## src/rtl/tile_scan_scheduler_pkg.sv

```systemverilog
// Shared types and sizing helpers for the tile scan scheduler.
package tile_sched_pkg;

  typedef enum logic [1:0] {
    ST_IDLE    = 2'd0,
    ST_SETTLE  = 2'd1,
    ST_SAMPLE  = 2'd2,
    ST_PUBLISH = 2'd3
  } state_t;

  localparam int DATA_W = 8;
  localparam int AVG_LOG2_MAX = 6;
  localparam int ACC_W_MAX = DATA_W + AVG_LOG2_MAX;

  function automatic int sel_width(input int n_tiles);
    return (n_tiles <= 2) ? 1 : $clog2(n_tiles);
  endfunction

  // A sum of 2^avg_log2 bytes needs exactly avg_log2 extra bits.
  function automatic int acc_width(input int avg_log2);
    return DATA_W + avg_log2;
  endfunction

endpackage

```

## src/rtl/tile_scan_scheduler_rr_next.sv

```systemverilog
// Combinational round-robin helper: next enabled tile above the current
// index (with wrap flag), plus the lowest enabled tile of the mask.
module tile_rr_next
  import tile_sched_pkg::*;
#(
  parameter int N_TILES = 4,
  parameter int SEL_W   = sel_width(N_TILES)
) (
  input  logic [N_TILES-1:0] i_mask,
  input  logic [SEL_W-1:0]   i_cur,
  output logic [SEL_W-1:0]   o_next,
  output logic               o_wrap,
  output logic [SEL_W-1:0]   o_lowest,
  output logic               o_any
);

  logic [N_TILES-1:0] w_above;

  for (genvar gi = 0; gi < N_TILES; gi++) begin : g_above
    assign w_above[gi] = i_mask[gi] && (int'(i_cur) < gi);
  end

  // Scanning downward leaves the lowest qualifying index as the final value.
  always_comb begin
    o_next   = '0;
    o_wrap   = 1'b1;
    o_lowest = '0;
    for (int i = N_TILES - 1; i >= 0; i--) begin
      if (i_mask[i]) begin
        o_lowest = SEL_W'(i);
      end
      if (w_above[i]) begin
        o_next = SEL_W'(i);
        o_wrap = 1'b0;
      end
    end
  end

  assign o_any = |i_mask;

endmodule

```

## src/rtl/tile_scan_scheduler.sv

```systemverilog
// Tile scan scheduler: selects each enabled tile, settles, sums a burst of
// samples and publishes a tagged result. Optional timestamp: TILE_TSTAMP_EN.
module tile_scan_scheduler
  import tile_sched_pkg::*;
#(
  parameter int N_TILES       = 4,
  parameter int SEL_W         = sel_width(N_TILES),
  parameter int SETTLE_CYCLES = 4,
  parameter int AVG_LOG2      = 2,
  parameter int TS_W          = 16
) (
  input  logic                       clk,
  input  logic                       rst_n,
  input  logic                       start,
  input  logic                       continuous,
  input  logic [N_TILES-1:0]         tile_mask,
  input  logic [DATA_W-1:0]          tile_data,
  output logic [SEL_W-1:0]           sel,
  output logic                       res_valid,
  input  logic                       res_ready,
  output logic [SEL_W-1:0]           res_tile,
  output logic [DATA_W+AVG_LOG2-1:0] res_data,
  output logic                       busy,
  output logic                       done
`ifdef TILE_TSTAMP_EN
  ,
  output logic [TS_W-1:0]            res_ts
`endif
);

  localparam int ACC_W     = acc_width(AVG_LOG2);
  localparam int N_SAMPLES = 1 << AVG_LOG2;
  localparam int CNT_MAX   = (SETTLE_CYCLES > N_SAMPLES) ? SETTLE_CYCLES : N_SAMPLES;
  localparam int CNT_W     = $clog2(CNT_MAX + 1);

  // A pass launched from IDLE spends one extra settle cycle, because the
  // start edge itself is where the mask is captured.
  localparam logic [CNT_W-1:0] CNT_LAUNCH = CNT_W'(SETTLE_CYCLES);
  localparam logic [CNT_W-1:0] CNT_SETTLE = CNT_W'(SETTLE_CYCLES - 1);
  localparam logic [CNT_W-1:0] CNT_SAMPLE = CNT_W'(N_SAMPLES - 1);

  state_t             r_state;
  logic [N_TILES-1:0] r_mask;
  logic [CNT_W-1:0]   r_cnt;
  logic [ACC_W-1:0]   r_acc;
  logic [SEL_W-1:0]   r_sel;
  logic               r_res_valid;
  logic [SEL_W-1:0]   r_res_tile;
  logic [ACC_W-1:0]   r_res_data;
  logic               r_done;

  logic [SEL_W-1:0]   w_next;
  logic               w_wrap;
  logic [SEL_W-1:0]   w_new_lowest;
  logic               w_new_any;
  logic [ACC_W-1:0]   w_acc_sum;
  logic [SEL_W-1:0]   w_pass_lowest_unused;
  logic               w_pass_any_unused;
  logic [SEL_W-1:0]   w_new_next_unused;
  logic               w_new_wrap_unused;

  tile_rr_next #(
    .N_TILES (N_TILES),
    .SEL_W   (SEL_W)
  ) u_rr_pass (
    .i_mask   (r_mask),
    .i_cur    (r_sel),
    .o_next   (w_next),
    .o_wrap   (w_wrap),
    .o_lowest (w_pass_lowest_unused),
    .o_any    (w_pass_any_unused)
  );

  // Looks at the live mask: used at start and at every pass boundary.
  tile_rr_next #(
    .N_TILES (N_TILES),
    .SEL_W   (SEL_W)
  ) u_rr_new (
    .i_mask   (tile_mask),
    .i_cur    (r_sel),
    .o_next   (w_new_next_unused),
    .o_wrap   (w_new_wrap_unused),
    .o_lowest (w_new_lowest),
    .o_any    (w_new_any)
  );

  assign w_acc_sum = r_acc + ACC_W'(tile_data);

  always_ff @(posedge clk or negedge rst_n) begin
    if (!rst_n) begin
      r_state     <= ST_IDLE;
      r_mask      <= '0;
      r_cnt       <= '0;
      r_acc       <= '0;
      r_sel       <= '0;
      r_res_valid <= 1'b0;
      r_res_tile  <= '0;
      r_res_data  <= '0;
      r_done      <= 1'b0;
    end else begin
      r_done <= 1'b0;
      case (r_state)
        ST_IDLE: begin
          if (start && w_new_any) begin
            r_mask  <= tile_mask;
            r_sel   <= w_new_lowest;
            r_cnt   <= CNT_LAUNCH;
            r_state <= ST_SETTLE;
          end
        end

        ST_SETTLE: begin
          if (r_cnt == '0) begin
            r_cnt   <= CNT_SAMPLE;
            r_acc   <= '0;
            r_state <= ST_SAMPLE;
          end else begin
            r_cnt <= r_cnt - CNT_W'(1);
          end
        end

        // The final sample is folded straight into the published result.
        ST_SAMPLE: begin
          r_acc <= w_acc_sum;
          if (r_cnt == '0) begin
            r_res_data  <= w_acc_sum;
            r_res_tile  <= r_sel;
            r_res_valid <= 1'b1;
            r_state     <= ST_PUBLISH;
          end else begin
            r_cnt <= r_cnt - CNT_W'(1);
          end
        end

        ST_PUBLISH: begin
          if (res_ready) begin
            r_res_valid <= 1'b0;
            r_cnt       <= CNT_SETTLE;
            if (!w_wrap) begin
              r_sel   <= w_next;
              r_state <= ST_SETTLE;
            end else if (continuous) begin
              r_mask <= tile_mask;
              if (w_new_any) begin
                r_sel   <= w_new_lowest;
                r_state <= ST_SETTLE;
              end else begin
                r_state <= ST_IDLE;
                r_done  <= 1'b1;
              end
            end else begin
              r_state <= ST_IDLE;
              r_done  <= 1'b1;
            end
          end
        end

        default: r_state <= ST_IDLE;
      endcase
    end
  end

  assign sel       = r_sel;
  assign res_valid = r_res_valid;
  assign res_tile  = r_res_tile;
  assign res_data  = r_res_data;
  assign busy      = (r_state != ST_IDLE);
  assign done      = r_done;

`ifdef TILE_TSTAMP_EN
  logic [TS_W-1:0] r_ts_cnt;
  logic [TS_W-1:0] r_ts_first;
  logic [TS_W-1:0] r_res_ts;
  logic [TS_W-1:0] w_ts_first;

  // On the first sample cycle the live counter is the stamp to keep.
  assign w_ts_first = (r_cnt == CNT_SAMPLE) ? r_ts_cnt : r_ts_first;

  always_ff @(posedge clk or negedge rst_n) begin
    if (!rst_n) begin
      r_ts_cnt   <= '0;
      r_ts_first <= '0;
      r_res_ts   <= '0;
    end else begin
      r_ts_cnt <= r_ts_cnt + TS_W'(1);
      if (r_state == ST_SAMPLE) begin
        r_ts_first <= w_ts_first;
        if (r_cnt == '0) begin
          r_res_ts <= w_ts_first;
        end
      end
    end
  end

  assign res_ts = r_res_ts;
`endif

endmodule

```

## config.mk

```make
export PLATFORM = sky130hd
export DESIGN_NAME = tile_scan_scheduler
export DESIGN_NICKNAME = d
export VERILOG_FILES = /design/src/rtl/tile_scan_scheduler_pkg.sv /design/src/rtl/tile_scan_scheduler_rr_next.sv /design/src/rtl/tile_scan_scheduler.sv
export SDC_FILE = /design/constraint.sdc
export NUM_CORES = 1
export LEC_CHECK = 0
export BUFFER_PORTS_ARGS = -buffer_cell sky130_fd_sc_hd__buf_2
export CORE_MARGIN = 10
export CORE_UTILIZATION = 60
export CTS_BUF_LIST = sky130_fd_sc_hd__clkbuf_4 sky130_fd_sc_hd__clkbuf_8
export DETAILED_ROUTE_END_ITERATION = 10
export PLACE_DENSITY_LB_ADDON = 0.3
export SLEW_MARGIN = 20
export SYNTH_ARGS = -nofsm -noshare
export SYNTH_HDL_FRONTEND = slang
export SYNTH_SLANG_ARGS = --single-unit
```

## constraint.sdc

```tcl
create_clock -name clk -period 3.9 [get_ports clk]
set_input_delay 0.975 -clock clk [delete_from_list [all_inputs] [get_ports clk]]
set_output_delay 0.975 -clock clk [all_outputs]
set_load 0.005 [all_outputs]
```

======== Word level (Yosys, flattened, before mapping) ========
Cells that the tools add are included.
Widths: inputs -> output; s select.
storage, ports and cells
  output and inout bits ................... 17
  bits of input ports ..................... 17
  bits in registers ....................... 35
  word-level logic and storage cells ...... 88
cells by class
  reduce and logical (&&, ||, !) cells .... 18
  order comparisons ....................... 3
  multiplexer cells ....................... 44
  equality and inequality tests ........... 12
  add/subtract/negate cells ............... 2
operators by type and width
  kind                 number
  $mux 2               18
  $pmux 10 s2          1
  $mux 4               4
  $ne 2x2->1 const B   7
  $mux 3               4
  $pmux 3 s4           1
  $mux 1               11
  $add 10x8->10        1
  $mux 10              1
  $reduce_and 5->1     2
  $pmux 2 s4           1
  $pmux 4 s2           1
  $reduce_bool 2->1    4
  $ne 3x3->1 const B   2
  $reduce_and 3->1     2
  $eq 2x2->1 const B   2
  $logic_and 1x1->1    4
  $lt 2x2->1 const B   2
  $pmux 2 s2           1
  $reduce_and 2->1     2
  $reduce_and 4->1     1
  $reduce_or 4->1      1
  $logic_not 3->1      1
  $sub 3x1->3 const B  1
  4 further kinds      4

======== Logic depth before layout (Yosys ltp) ========
Gate-level depths: netlist of run 1.
  word-level depth ........................ 9
  gate-level depth with buffers ........... 8
  mapped depth without buffers ............ 8

======== By module ========
Synthesis of run 1 repeated with hierarchy kept, for this count alone.
unflattened totals
  cell total of the unflattened synthesis .. 229
  area, all modules ....................... 2115.8 um^2
by module, submodules not included
  module               cells an instance  sequential area each (um^2)  instances  area each (um^2)
  tile_scan_scheduler  199                875.8                        1          1943.1
  tile_rr_next         15                 0.0                          2          86.3

======== Least setup slack after synthesis of run 1 ========
No wires, ideal clock.
  kind .................................... input-to-reg
  start point ............................. in tile_data[0]
  end point ............................... reg r_acc[6]
  stages .................................. 8
  setup time .............................. 122 ps
  arrival ................................. 2452 ps
  setup slack ............................. 1326 ps
  required time ........................... 3778 ps
  cells stage by stage .................... ha_1 inv_1 fa_1 nor2b_1 o31a_1 o21a_1 or3_1 a32o_1
on the way
  longest elaborated chain between the ends .. 2
ends and longest elaborated chain
  element                 line                        RTL
  start: declaration      tile_scan_scheduler.sv:17   input logic [DATA_W-1:0] tile_data,
  $add 10x8->10           tile_scan_scheduler.sv:87   assign w_acc_sum = r_acc + ACC_W'(tile_data);
  $pmux 10 s2             tile_scan_scheduler.sv:102  case (r_state)
  end signal: assignment  tile_scan_scheduler.sv:124  r_acc <= w_acc_sum;
  end: declaration        tile_scan_scheduler.sv:45   logic [ACC_W-1:0] r_acc;
Every way passes these cells.
A chain may end at the register's enable or synchronous reset.

======== Final worst setup path of run 1 ========
  start point ............................. in tile_data[0]
  end point ............................... reg r_res_data[6] (netlist: res_data[6])
on the way
  longest elaborated chain between the ends .. 1
ends and longest elaborated chain
  element                 line                        RTL
  $add 10x8->10           tile_scan_scheduler.sv:87
  end signal: assignment  tile_scan_scheduler.sv:126  r_res_data <= w_acc_sum;
  end: declaration        tile_scan_scheduler.sv:49   logic [ACC_W-1:0] r_res_data;
Every way passes these cells.

==> impl_metrics.py, run 1 <==
metrics = {
    "outcome": {
        "outcome": "finished, final reports clean",
    },
    "drt": {
        "drc_errors": 0,
        "drt.antenna.violating_nets": 0,
        "via_count": 1700,
        "drt_iter0_drc": 118,
        "wire_per_inst_um": 14.4,
        "vias_per_cell": 5.63,
        "drtPass1Iterations": 4,
        "wirelength_um": 4350,
    },
    "sta": {
        "fin_ws_ns": 1.45,
        "setup_viol_count_final": 0,
        "skew_ns": 0.00964,
        "finalSetupTns_ns": 0,
        "drv_slew": 0,
        "relSlewSlack_pct": 38.7,
        "fin_crit_ns": 2.45,
        "rsz0062_at_grt": "no",
        "timing.final.crit_share_pct": 62.7,
        "worstMarginPinSlew_ns": 0.893,
        "fmax_mhz": 409,
        "hold_viol_final": 0,
    },
    "yosys": {
        "synth_edf_count": 0,
        "syn_nets": 253,
        "netlist.area_leader.share_pct": 40.5,
        "synth_cell_types": 54,
        "async_flop_share_pct": 100,
        "synth.area.top_cells": "dfrtp_1 41%, ha_1 8.9%, o21ai_0 6.0%, nand2_1 5.0%, a21oi_1 3.8%",
        "ys_warn_count": 0,
        "synth-seq-cells": 34,
        "synth.largest_area_cell": "dfrtp_1",
        "avgSynthCellArea_um2": 9.55,
        "yosysMostFrequentCell": "dfrtp_1",
        "ys_top_cells_by_count": "34 x dfrtp_1, 28 x nand2_1, 25 x o21ai_0",
        "syn-instance-count": 220,
        "netlist_area_um2": 2100,
        "ys_seq_area_share_pct": 40.5,
        "ys.flop_type": "dfrtp_1",
    },
    "critical_path": {
        "critPathBufInv": 2,
        "cpLargestDelayFamily": "compound AO/OA/AOI/OAI gates",
        "reg2reg_from": "r_acc[0]",
        "critPathLaunchType": "input pin",
        "critPathSlowestCell": "or3_1",
        "arrival_ns": 2.67,
        "worstPathRequired_ns": 4.13,
        "reg2reg_slack_ns": 1.79,
        "crit_chain": "buf_2 -> ha_1 -> inv_1 -> fa_1 -> nor2b_1 -> o31a_1 -> o21a_1 -> or3_1 -> a41o_1",
        "crit_path_end_kind": "flop",
        "cp_max_fo": 3,
        "path_class": "input pin to flop",
        "reg2reg_depth": 8,
        "r2r-end": "res_data[6]",
        "max_stage_delay_ns": 0.33,
    },
    "global_route": {
        "use_met1_pct": 17.3,
        "grtUsageTotal_pct": 14.5,
        "grt_pass1_vias": 1668,
        "met3_usage_pct": 4.73,
        "grt_max_degree": 35,
        "antenna_found_initial": 0,
        "grt-busiest-layer": "met2",
        "grt_pass1_wl_um": 7430,
        "grtUsageMet2_pct": 23.6,
        "grt-ovfl-total": 0,
    },
    "placement": {
        "dp.cells": 294,
        "gp_congestion": 0.948,
        "port_buffers": 33,
        "dp_hpwl_um": 3350,
        "place_ws_ns": 1.12,
    },
    "clock_tree": {
        "cts_num_sinks": 34,
        "cts.repair.resized": 0,
        "post_cts_buffers": 0,
        "tritoncts": "built",
        "clk_latency_ns": 0.34,
        "clk_pin_slew_ns": 0.10,
        "cts_made_buffers": 5,
        "cts_hold_buf": 0,
        "h-tree-depth": 2,
        "clk_path_buf_depth": 2,
        "root_buffer": "clkbuf_4",
    },
    "layout": {
        "antenna_cells": 0,
        "seqCellArea_um2": 851,
        "nNetsFinal": 288,
        "stdcell_count": 302,
        "drive_gt1_share_pct": 21.9,
        "syn_to_final_growth_pct": 12.7,
        "num-fill-cells": 290,
        "multiInputGateArea_um2": 1170,
    },
    "worst_hold_path": {
        "min-delay-start": "res_data[7]",
        "hold_path.class": "flop to flop",
        "hold_path_end": "res_data[7]",
        "min_path_cells": 2,
    },
    "floorplanning": {
        "num_rows": 21,
        "die_area_um2": 6270,
        "die_h_um": 79.2,
        "coreArea_um2": 3360,
        "start_util_pct": 62.5,
        "io_pins": 34,
        "die_w_um": 79.2,
    },
    "pwr": {
        "seq_power_share_pct": 32.5,
        "powerDensity_nw_per_um2": 825,
        "peakVddDrop_v": 0.000478,
        "p_leak_nw": 1.13,
        "power_w": 0.00196,
        "comb_power_share_pct": 56.9,
        "p_switching_w": 0.000849,
        "swShare_pct": 43.4,
        "intPower_w": 0.00111,
        "p_clk_share_pct": 10.6,
    },
    "run": {
        "drv_cap": 0,
    },
}
[per-layer routing]
metal,share of wire [%],routed length (um)
met5,0,0
met4,1.5,64
met3,5.2,227
met2,48,2090
met1,45,1970
[kinds of logic (layout without fill, tap and decap cells)]
| family | Yosys count | after routing | synth area share [%] |
|---|---|---|---|
| AO/OA/AOI/OAI | 73 | 73 | 24.0 |
| buffers and inverters | 21 | 57 | 3.75 |
| XOR/XNOR | 6 | 6 | 2.50 |
| adder cells (fa/ha/maj) | 16 | 16 | 9.89 |
| multiplexers | 11 | 11 | 5.84 |
| flip-flops | 34 | 34 | 40.5 |
| AND/OR/NAND/NOR | 59 | 59 | 13.5 |
[stage by stage]
stage | area (um2) | utilization, % | hold slack [ns]
2_1_floorplan | 2100 | - | 0.454
3_3_place_gp | 2300 | 68.5 | 0.457
3_5_place_dp | 2300 | 68.5 | 0.465
4_1_cts | 2370 | 70.4 | 0.489
5_1_grt | 2370 | 70.4 | 0.514
6_report | 2370 | 70.4 | 0.481
[worst register-to-register path, cell delays in order, from the launching register on]
cell and delay [ns]:
dfrtp_1 0.40, ha_1 0.22, inv_1 0.08, fa_1 0.21
nor2b_1 0.07, o31a_1 0.27, o21a_1 0.18, or3_1 0.33
a41o_1 0.25
[area by class of cell]
class,count,area share [%]
inverters,16,2.54
clock buffers,6,2.17
flip-flops and latches,34,35.9
clock inverters,2,0.528
well taps,46,2.43
repair buffers,33,6.97
multi-input cells,165,49.4
[cells in the final DEF, fill, tap and decap left out, types with 2 or more instances in the layout]
cell      netlist  layout
a32o_1          2       2
o211ai_1        2       2
o21ai_0        25      25
buf_2           0      33
o21a_1          2       2
inv_1          15      15
a21oi_1        16      16
xor2_1          5       5
nor2_1         12      12
ha_1           15      15
mux2_2          2       2
dfrtp_1        34      34
nand2b_1        2       2
nor2b_1         3       3
and2_1          2       2
a211oi_1        4       4
a22o_1          3       3
mux2_1          4       4
nand2_2         2       2
mux2i_1         4       4
clkbuf_4        0       5
nand2_1        28      28
[worst max path at each step]
stage               depth (start not counted)          end          from
floorplan                                   8     r_acc[6]  tile_data[0]
global placement                            9     r_acc[6]  tile_data[0]
detailed placement                          9     r_acc[6]  tile_data[0]
CTS                                         9  res_data[6]  tile_data[0]
global route                                9     r_acc[6]  tile_data[0]
finish                                      9  res_data[6]  tile_data[0]
[power groups by stage]
stage / sequential (W) / combinational, W / clock (W)
2_1_floorplan: 0.000630 / 0.000837 / 0
3_3_place_gp: 0.000636 / 0.00109 / 0
3_5_place_dp: 0.000643 / 0.00111 / 0
6_report: 0.000635 / 0.00111 / 0.000207
4_1_cts: 0.000635 / 0.00112 / 0.000215
5_1_grt: 0.000657 / 0.00127 / 0.000230
[state kept, by name, summed over array words and instances (netlist names)]
register and flops:
r_acc 10, r_mask 3, res_data 10, r_state 2
done 1, r_cnt 3, sel 2, res_valid 1
res_tile 2
Note: power is estimated with default switching activity, not from simulation.
==> inputs of run 2 (changes only) <==
--- a/config.mk
+++ b/config.mk
@@ -7,7 +7,7 @@
 export LEC_CHECK = 0
 export BUFFER_PORTS_ARGS = -buffer_cell sky130_fd_sc_hd__buf_2
 export CORE_MARGIN = 10
-export CORE_UTILIZATION = 60
+export CORE_UTILIZATION = 58
 export CTS_BUF_LIST = sky130_fd_sc_hd__clkbuf_4 sky130_fd_sc_hd__clkbuf_8
 export DETAILED_ROUTE_END_ITERATION = 10
 export PLACE_DENSITY_LB_ADDON = 0.3
==> constraint.sdc (replaced) <==
create_clock -name clk -period 2.45 [get_ports clk]
set_input_delay 0.6125 -clock clk [delete_from_list [all_inputs] [get_ports clk]]
set_output_delay 0.6125 -clock clk [all_outputs]
set_load 0.005 [all_outputs]
==> run 2 against run 1 <==
Net effect:
- combinational power rose by 66%
- sequential power grew 61%
- first-iteration DRC count up 10%
- sequential share of layout area decreased by 0.60 points
- register-to-register slack worse by 1.4 ns
- worst setup slack got worse by 1.1 ns
- wire length rose by 7.1%
- via count is 3.6% higher
- count of clock-buffer cells in the layout did not move
- total power increased by 68%
- final cell count is 0.66% higher
- global-route usage up 0.30 points
- critical path type is now flop to flop
- critical endpoint is now r_acc[6]
- largest cell class unchanged
==> impl_metrics.py, run 2 (synthesized netlist as in run 1, its figures left out) <==
metrics = {
    "layout": {
        "final_cell_area_um2": 2410,
        "layout_commonest_cell": "dfrtp_1",
        "antenna_cells": 0,
        "layout.cells.most_common_list": "34 x dfrtp_1, 33 x buf_2, 28 x nand2_1",
        "drive_gt1_share_pct": 22.5,
        "nNetsFinal": 291,
        "syn_to_final_growth_pct": 14.7,
        "stdcell_count": 304,
    },
    "critical_path": {
        "reg2reg_depth": 8,
        "crit_path_end_kind": "flop",
        "path_class": "flop to flop",
        "reg2reg_slack_ns": 0.34,
        "arrival_ns": 2.34,
        "cp_max_fo": 3,
        "cpLargestDelayFamily": "compound AO/OA/AOI/OAI gates",
        "crit_chain": "ha_1 -> inv_1 -> fa_1 -> nor2b_1 -> o31a_1 -> o21a_1 -> or3_1 -> a32o_1",
        "reg2reg_from": "r_acc[0]",
        "critPathSlowestCell": "dfrtp_1",
        "r2r-end": "r_acc[6]",
        "critPathBufInv": 1,
        "critPathLaunchType": "flop",
        "max_stage_delay_ns": 0.40,
        "worstPathRequired_ns": 2.69,
    },
    "pwr": {
        "peakVddDrop_v": 0.000863,
        "p_switching_w": 0.00140,
        "swShare_pct": 42.5,
        "comb_power_share_pct": 55.9,
        "p_leak_nw": 1.15,
        "intPower_w": 0.00189,
        "seq_power_share_pct": 31.1,
        "p_clk_share_pct": 13.0,
        "powerDensity_nw_per_um2": 1360,
    },
    "drt": {
        "via_count": 1761,
        "drt.antenna.violating_nets": 0,
        "drt_iter0_drc": 130,
        "drtPass1Iterations": 4,
        "wire_per_inst_um": 15.3,
        "drc_errors": 0,
        "vias_per_cell": 5.79,
        "wirelength_um": 4660,
    },
    "sta": {
        "skew_ns": 0.0127,
        "worstMarginPinSlew_ns": 0.760,
        "finalSetupTns_ns": 0,
        "relSlewSlack_pct": 49.3,
        "fmax_mhz": 474,
        "rsz0062_at_grt": "no",
        "timing.final.crit_share_pct": 86.1,
        "drv_slew": 0,
        "hold_viol_final": 0,
        "setup_viol_count_final": 0,
        "fin_crit_ns": 2.11,
    },
    "clock_tree": {
        "clk_latency_ns": 0.34,
        "cts_num_sinks": 34,
        "clk_path_buf_depth": 2,
        "clk_pin_slew_ns": 0.11,
        "cts.repair.resized": 0,
        "tritoncts": "built",
        "post_cts_buffers": 0,
        "cts_hold_buf": 0,
        "root_buffer": "clkbuf_4",
        "h-tree-depth": 2,
        "cts_made_buffers": 5,
    },
    "placement": {
        "port_buffers": 33,
        "dpl_cell_area_um2": 2330,
        "gp_congestion": 0.874,
        "dp_hpwl_um": 3550,
        "dp.cells": 297,
    },
    "global_route": {
        "grtUsageTotal_pct": 14.8,
        "antenna_found_initial": 0,
        "grt_pass1_vias": 1720,
        "grt_pass1_wl_um": 7780,
        "grt-ovfl-total": 0,
        "grt_max_degree": 35,
    },
    "floorplanning": {
        "start_util_pct": 61.5,
        "die_w_um": 80.2,
        "coreArea_um2": 3420,
        "io_pins": 34,
        "num_rows": 21,
        "die_area_um2": 6430,
        "die_h_um": 80.2,
    },
    "run": {
        "drv_cap": 0,
    },
    "worst_hold_path": {
        "hold_path.class": "input pin to asynchronous set/reset pin",
    },
    "outcome": {
        "outcome": "finished, final reports clean",
    },
}
run 2: worst reg2reg max path: stages (launching register included):
cell and delay (ns):
dfrtp_1 0.40, ha_1 0.22, inv_1 0.07, fa_1 0.20
nor2b_1 0.07, o31a_1 0.28, o21a_1 0.19, or3_1 0.33
a32o_1 0.25
run 2: cell type report:
type / instances / area (um2)
multi-input combinational: 165 / 1170
timing repair buffer: 36 / 188
tap: 46 / 57.6
sequential: 34 / 851
clock buffer: 6 / 51.3
inverter: 16 / 60.1
clock inverter: 1 / 30.0
fill: 292 / 1010
run 2: routing by layer:
metal	up-vias	wire length [um]	share of wire, %	GRT usage (%)
li1	862	-	-	-
met1	840	2090	45	19.1
met2	52	2160	46	23.0
met3	7	361	7.7	4.57
met4	0	42	0.90	4.75
met5	-	0	0	0
run 2: power by group through the flow:
stage               Combinational (W)  Sequential [W]  Clock (W)
global placement              0.00177         0.00102          0
global route                  0.00208         0.00106   0.000458
floorplan                     0.00133         0.00100          0
finish                        0.00184         0.00102   0.000426
CTS                           0.00184         0.00102   0.000434
detailed placement            0.00183         0.00103          0
run 2: metrics by stage:
step           setup WS (ns)  util, %  hold slack (ns)  power, W
4_1_cts                0.351     70.5            0.358   0.00330
5_1_grt                0.276     70.5            0.375   0.00360
3_5_place_dp          0.0189     68.1            0.468   0.00286
6_report               0.342     70.5            0.335   0.00329
2_1_floorplan          0.239        -            0.317   0.00234
3_3_place_gp          0.0617     68.1            0.458   0.00279
run 2: worst max-delay path by stage:
stage,from,endpoint,depth (start not counted)
6_report,r_acc[0],r_acc[6],8
5_1_grt,r_acc[0],res_data[6],8
4_1_cts,r_acc[0],r_acc[6],8
3_5_place_dp,tile_data[0],r_acc[6],9
3_3_place_gp,tile_data[0],r_acc[6],9
2_1_floorplan,tile_data[0],r_acc[6],8
==> inputs of run 3 (changes only) <==
--- a/config.mk
+++ b/config.mk
@@ -10,6 +10,7 @@
 export CORE_UTILIZATION = 58
 export CTS_BUF_LIST = sky130_fd_sc_hd__clkbuf_4 sky130_fd_sc_hd__clkbuf_8
 export DETAILED_ROUTE_END_ITERATION = 10
+export GPL_TIMING_DRIVEN = 0
 export PLACE_DENSITY_LB_ADDON = 0.3
 export SLEW_MARGIN = 20
 export SYNTH_ARGS = -nofsm -noshare
==> constraint.sdc (replaced) <==
create_clock -name clk -period 2.45 [get_ports clk]
set_input_delay 0.49 -clock clk [delete_from_list [all_inputs] [get_ports clk]]
set_output_delay 0.49 -clock clk [all_outputs]
set_load 0.005 [all_outputs]
==> run 3 against run 2 <==
Net effect:
- total power decreased by 1.2%
- first-iteration DRC count decreased by 18%
- combinational power decreased by 2%
- maximum frequency fell by 0.28%
- clock power rose by 1%
- count of clock-buffer cells in the layout decreased by 1
- critical endpoint unchanged
- wire length fell by 3.8%
==> impl_metrics.py, run 3 (synthesized netlist as in run 1, its figures left out) <==
metrics = {
    "global_route": {
        "grt-ovfl-total": 0,
        "antenna_found_initial": 0,
        "grtUsageTotal_pct": 15.0,
        "grt_pass1_wl_um": 7890,
        "grt_max_degree": 35,
        "grt_pass1_vias": 1813,
    },
    "critical_path": {
        "critPathSlowestCell": "dfrtp_1",
        "reg2reg_slack_ns": 0.34,
        "critPathLaunchType": "flop",
        "arrival_ns": 2.37,
        "reg2reg_from": "r_acc[0]",
        "crit_chain": "ha_1 -> inv_1 -> fa_1 -> nor2b_1 -> o31a_1 -> o21a_1 -> or3_1 -> a32o_1",
        "r2r-end": "r_acc[6]",
        "max_stage_delay_ns": 0.41,
        "path_class": "flop to flop",
        "crit_path_end_kind": "flop",
        "worstPathRequired_ns": 2.70,
        "cp_max_fo": 3,
        "reg2reg_depth": 8,
    },
    "clock_tree": {
        "post_cts_buffers": 0,
        "cts.repair.resized": 0,
        "cts_num_sinks": 34,
        "tritoncts": "built",
        "clk_latency_ns": 0.35,
        "cts_made_buffers": 5,
        "clk_pin_slew_ns": 0.12,
        "clk_path_buf_depth": 2,
        "h-tree-depth": 2,
        "root_buffer": "clkbuf_4",
        "cts_hold_buf": 0,
    },
    "layout": {
        "antenna_cells": 0,
        "seqCellArea_um2": 851,
        "syn_to_final_growth_pct": 14.5,
        "layout_commonest_cell": "dfrtp_1",
        "layout.cells.most_common_list": "34 x dfrtp_1, 33 x buf_2, 28 x nand2_1",
        "num-fill-cells": 274,
        "nNetsFinal": 293,
        "drive_gt1_share_pct": 21.5,
        "multiInputGateArea_um2": 1170,
    },
    "drt": {
        "drc_errors": 0,
        "via_count": 1760,
        "drtPass1Iterations": 4,
        "wire_per_inst_um": 14.6,
        "drt.antenna.violating_nets": 0,
        "vias_per_cell": 5.73,
        "wirelength_um": 4480,
        "drt_iter0_drc": 107,
    },
    "floorplanning": {
        "num_rows": 21,
        "die_area_um2": 6430,
        "die_h_um": 80.2,
        "io_pins": 34,
        "die_w_um": 80.2,
        "coreArea_um2": 3420,
        "start_util_pct": 61.5,
    },
    "sta": {
        "hold_viol_final": 0,
        "drv_slew": 0,
        "worstMarginPinSlew_ns": 0.894,
        "finalSetupTns_ns": 0,
        "setup_viol_count_final": 0,
        "fmax_mhz": 473,
        "rsz0062_at_grt": "no",
        "timing.final.crit_share_pct": 86.3,
        "fin_crit_ns": 2.11,
        "skew_ns": 0.00667,
        "relSlewSlack_pct": 38.7,
        "fin_ws_ns": 0.336,
    },
    "pwr": {
        "intPower_w": 0.00184,
        "p_leak_nw": 1.14,
        "powerDensity_nw_per_um2": 1350,
        "seq_power_share_pct": 31.4,
        "swShare_pct": 43.3,
        "p_switching_w": 0.00141,
        "peakVddDrop_v": 0.000634,
        "comb_power_share_pct": 55.3,
        "p_clk_share_pct": 13.3,
    },
    "placement": {
        "place_ws_ns": 0.116,
        "gp_congestion": 0.891,
        "dp_hpwl_um": 3460,
        "port_buffers": 33,
    },
    "run": {
        "drv_cap": 0,
    },
    "worst_hold_path": {
        "hold_path.class": "input pin to asynchronous set/reset pin",
    },
    "outcome": {
        "outcome": "finished, final reports clean",
    },
}
## run 3: changes by cell type in the layout (fill, tap and decap cells not counted)
cell,previous run,this run
buf_4,3,0
clkinvlp_4,0,2
clkbuf_8,1,0
clkbuf_1,0,5
## run 3: power by group through the flow
| stage | Sequential, W | Clock (W) | Combinational (W) |
|---|---|---|---|
| after floorplan | 0.00100 | 0 | 0.00133 |
| after global placement | 0.00102 | 0 | 0.00175 |
| after detailed placement | 0.00103 | 0 | 0.00179 |
| after CTS | 0.00102 | 0.000437 | 0.00181 |
| after global routing | 0.00106 | 0.000462 | 0.00205 |
| final | 0.00102 | 0.000431 | 0.00180 |
## run 3: layer usage
metal	track usage [%]	share of wire [%]	up-vias
met1	18.4	47	835
met4	6.16	1.3	0
met2	23.8	45	43
met3	4.79	6.8	7
met5	0	0	-
li1	-	-	875
## run 3: worst max-delay path by stage
stage / startpoint / to / slack [ns] / depth (start not counted)
6_report: r_acc[0] / r_acc[6] / 0.34 / 8
5_1_grt: r_acc[0] / r_acc[6] / 0.20 / 8
4_1_cts: r_acc[0] / r_acc[6] / 0.33 / 8
3_5_place_dp: tile_data[0] / r_acc[6] / 0.12 / 9
3_3_place_gp: tile_data[0] / res_data[6] / 0.14 / 9
2_1_floorplan: tile_data[0] / r_acc[6] / 0.36 / 8
## run 3: layout make-up
cell class                 count  share of cell area, %
clock inverter                 3                   1.87
inverter                      16                   2.50
sequential                    34                   35.4
multi-input combinational    165                   48.7
timing repair buffer          33                   6.86
clock buffer                   5                   1.56
buffer                         5                  0.780
tap                           46                   2.39
## run 3: through the flow
step                      total power (W)  utilization, %  hold WS, ns  instance area (um2)  std cells
after floorplan                   0.00234               -        0.194                 2100        220
after global routing              0.00357            70.4        0.222                 2410        307
final                             0.00325            70.4        0.176                 2410        307
after detailed placement          0.00282            68.0        0.467                 2320        299
after CTS                         0.00326            70.4        0.195                 2410        307
after global placement            0.00277            68.0        0.459                 2320        299
## run 3: critical path, delay by kind of cell, from the launching register on
kind / cells / cell delay [ns]
adders and majority gates: 2 / 0.41
buffers and inverters: 1 / 0.08
DFF: 1 / 0.41
AOI/OAI and AO/OA: 3 / 0.71
and+or+nand+nor: 2 / 0.40
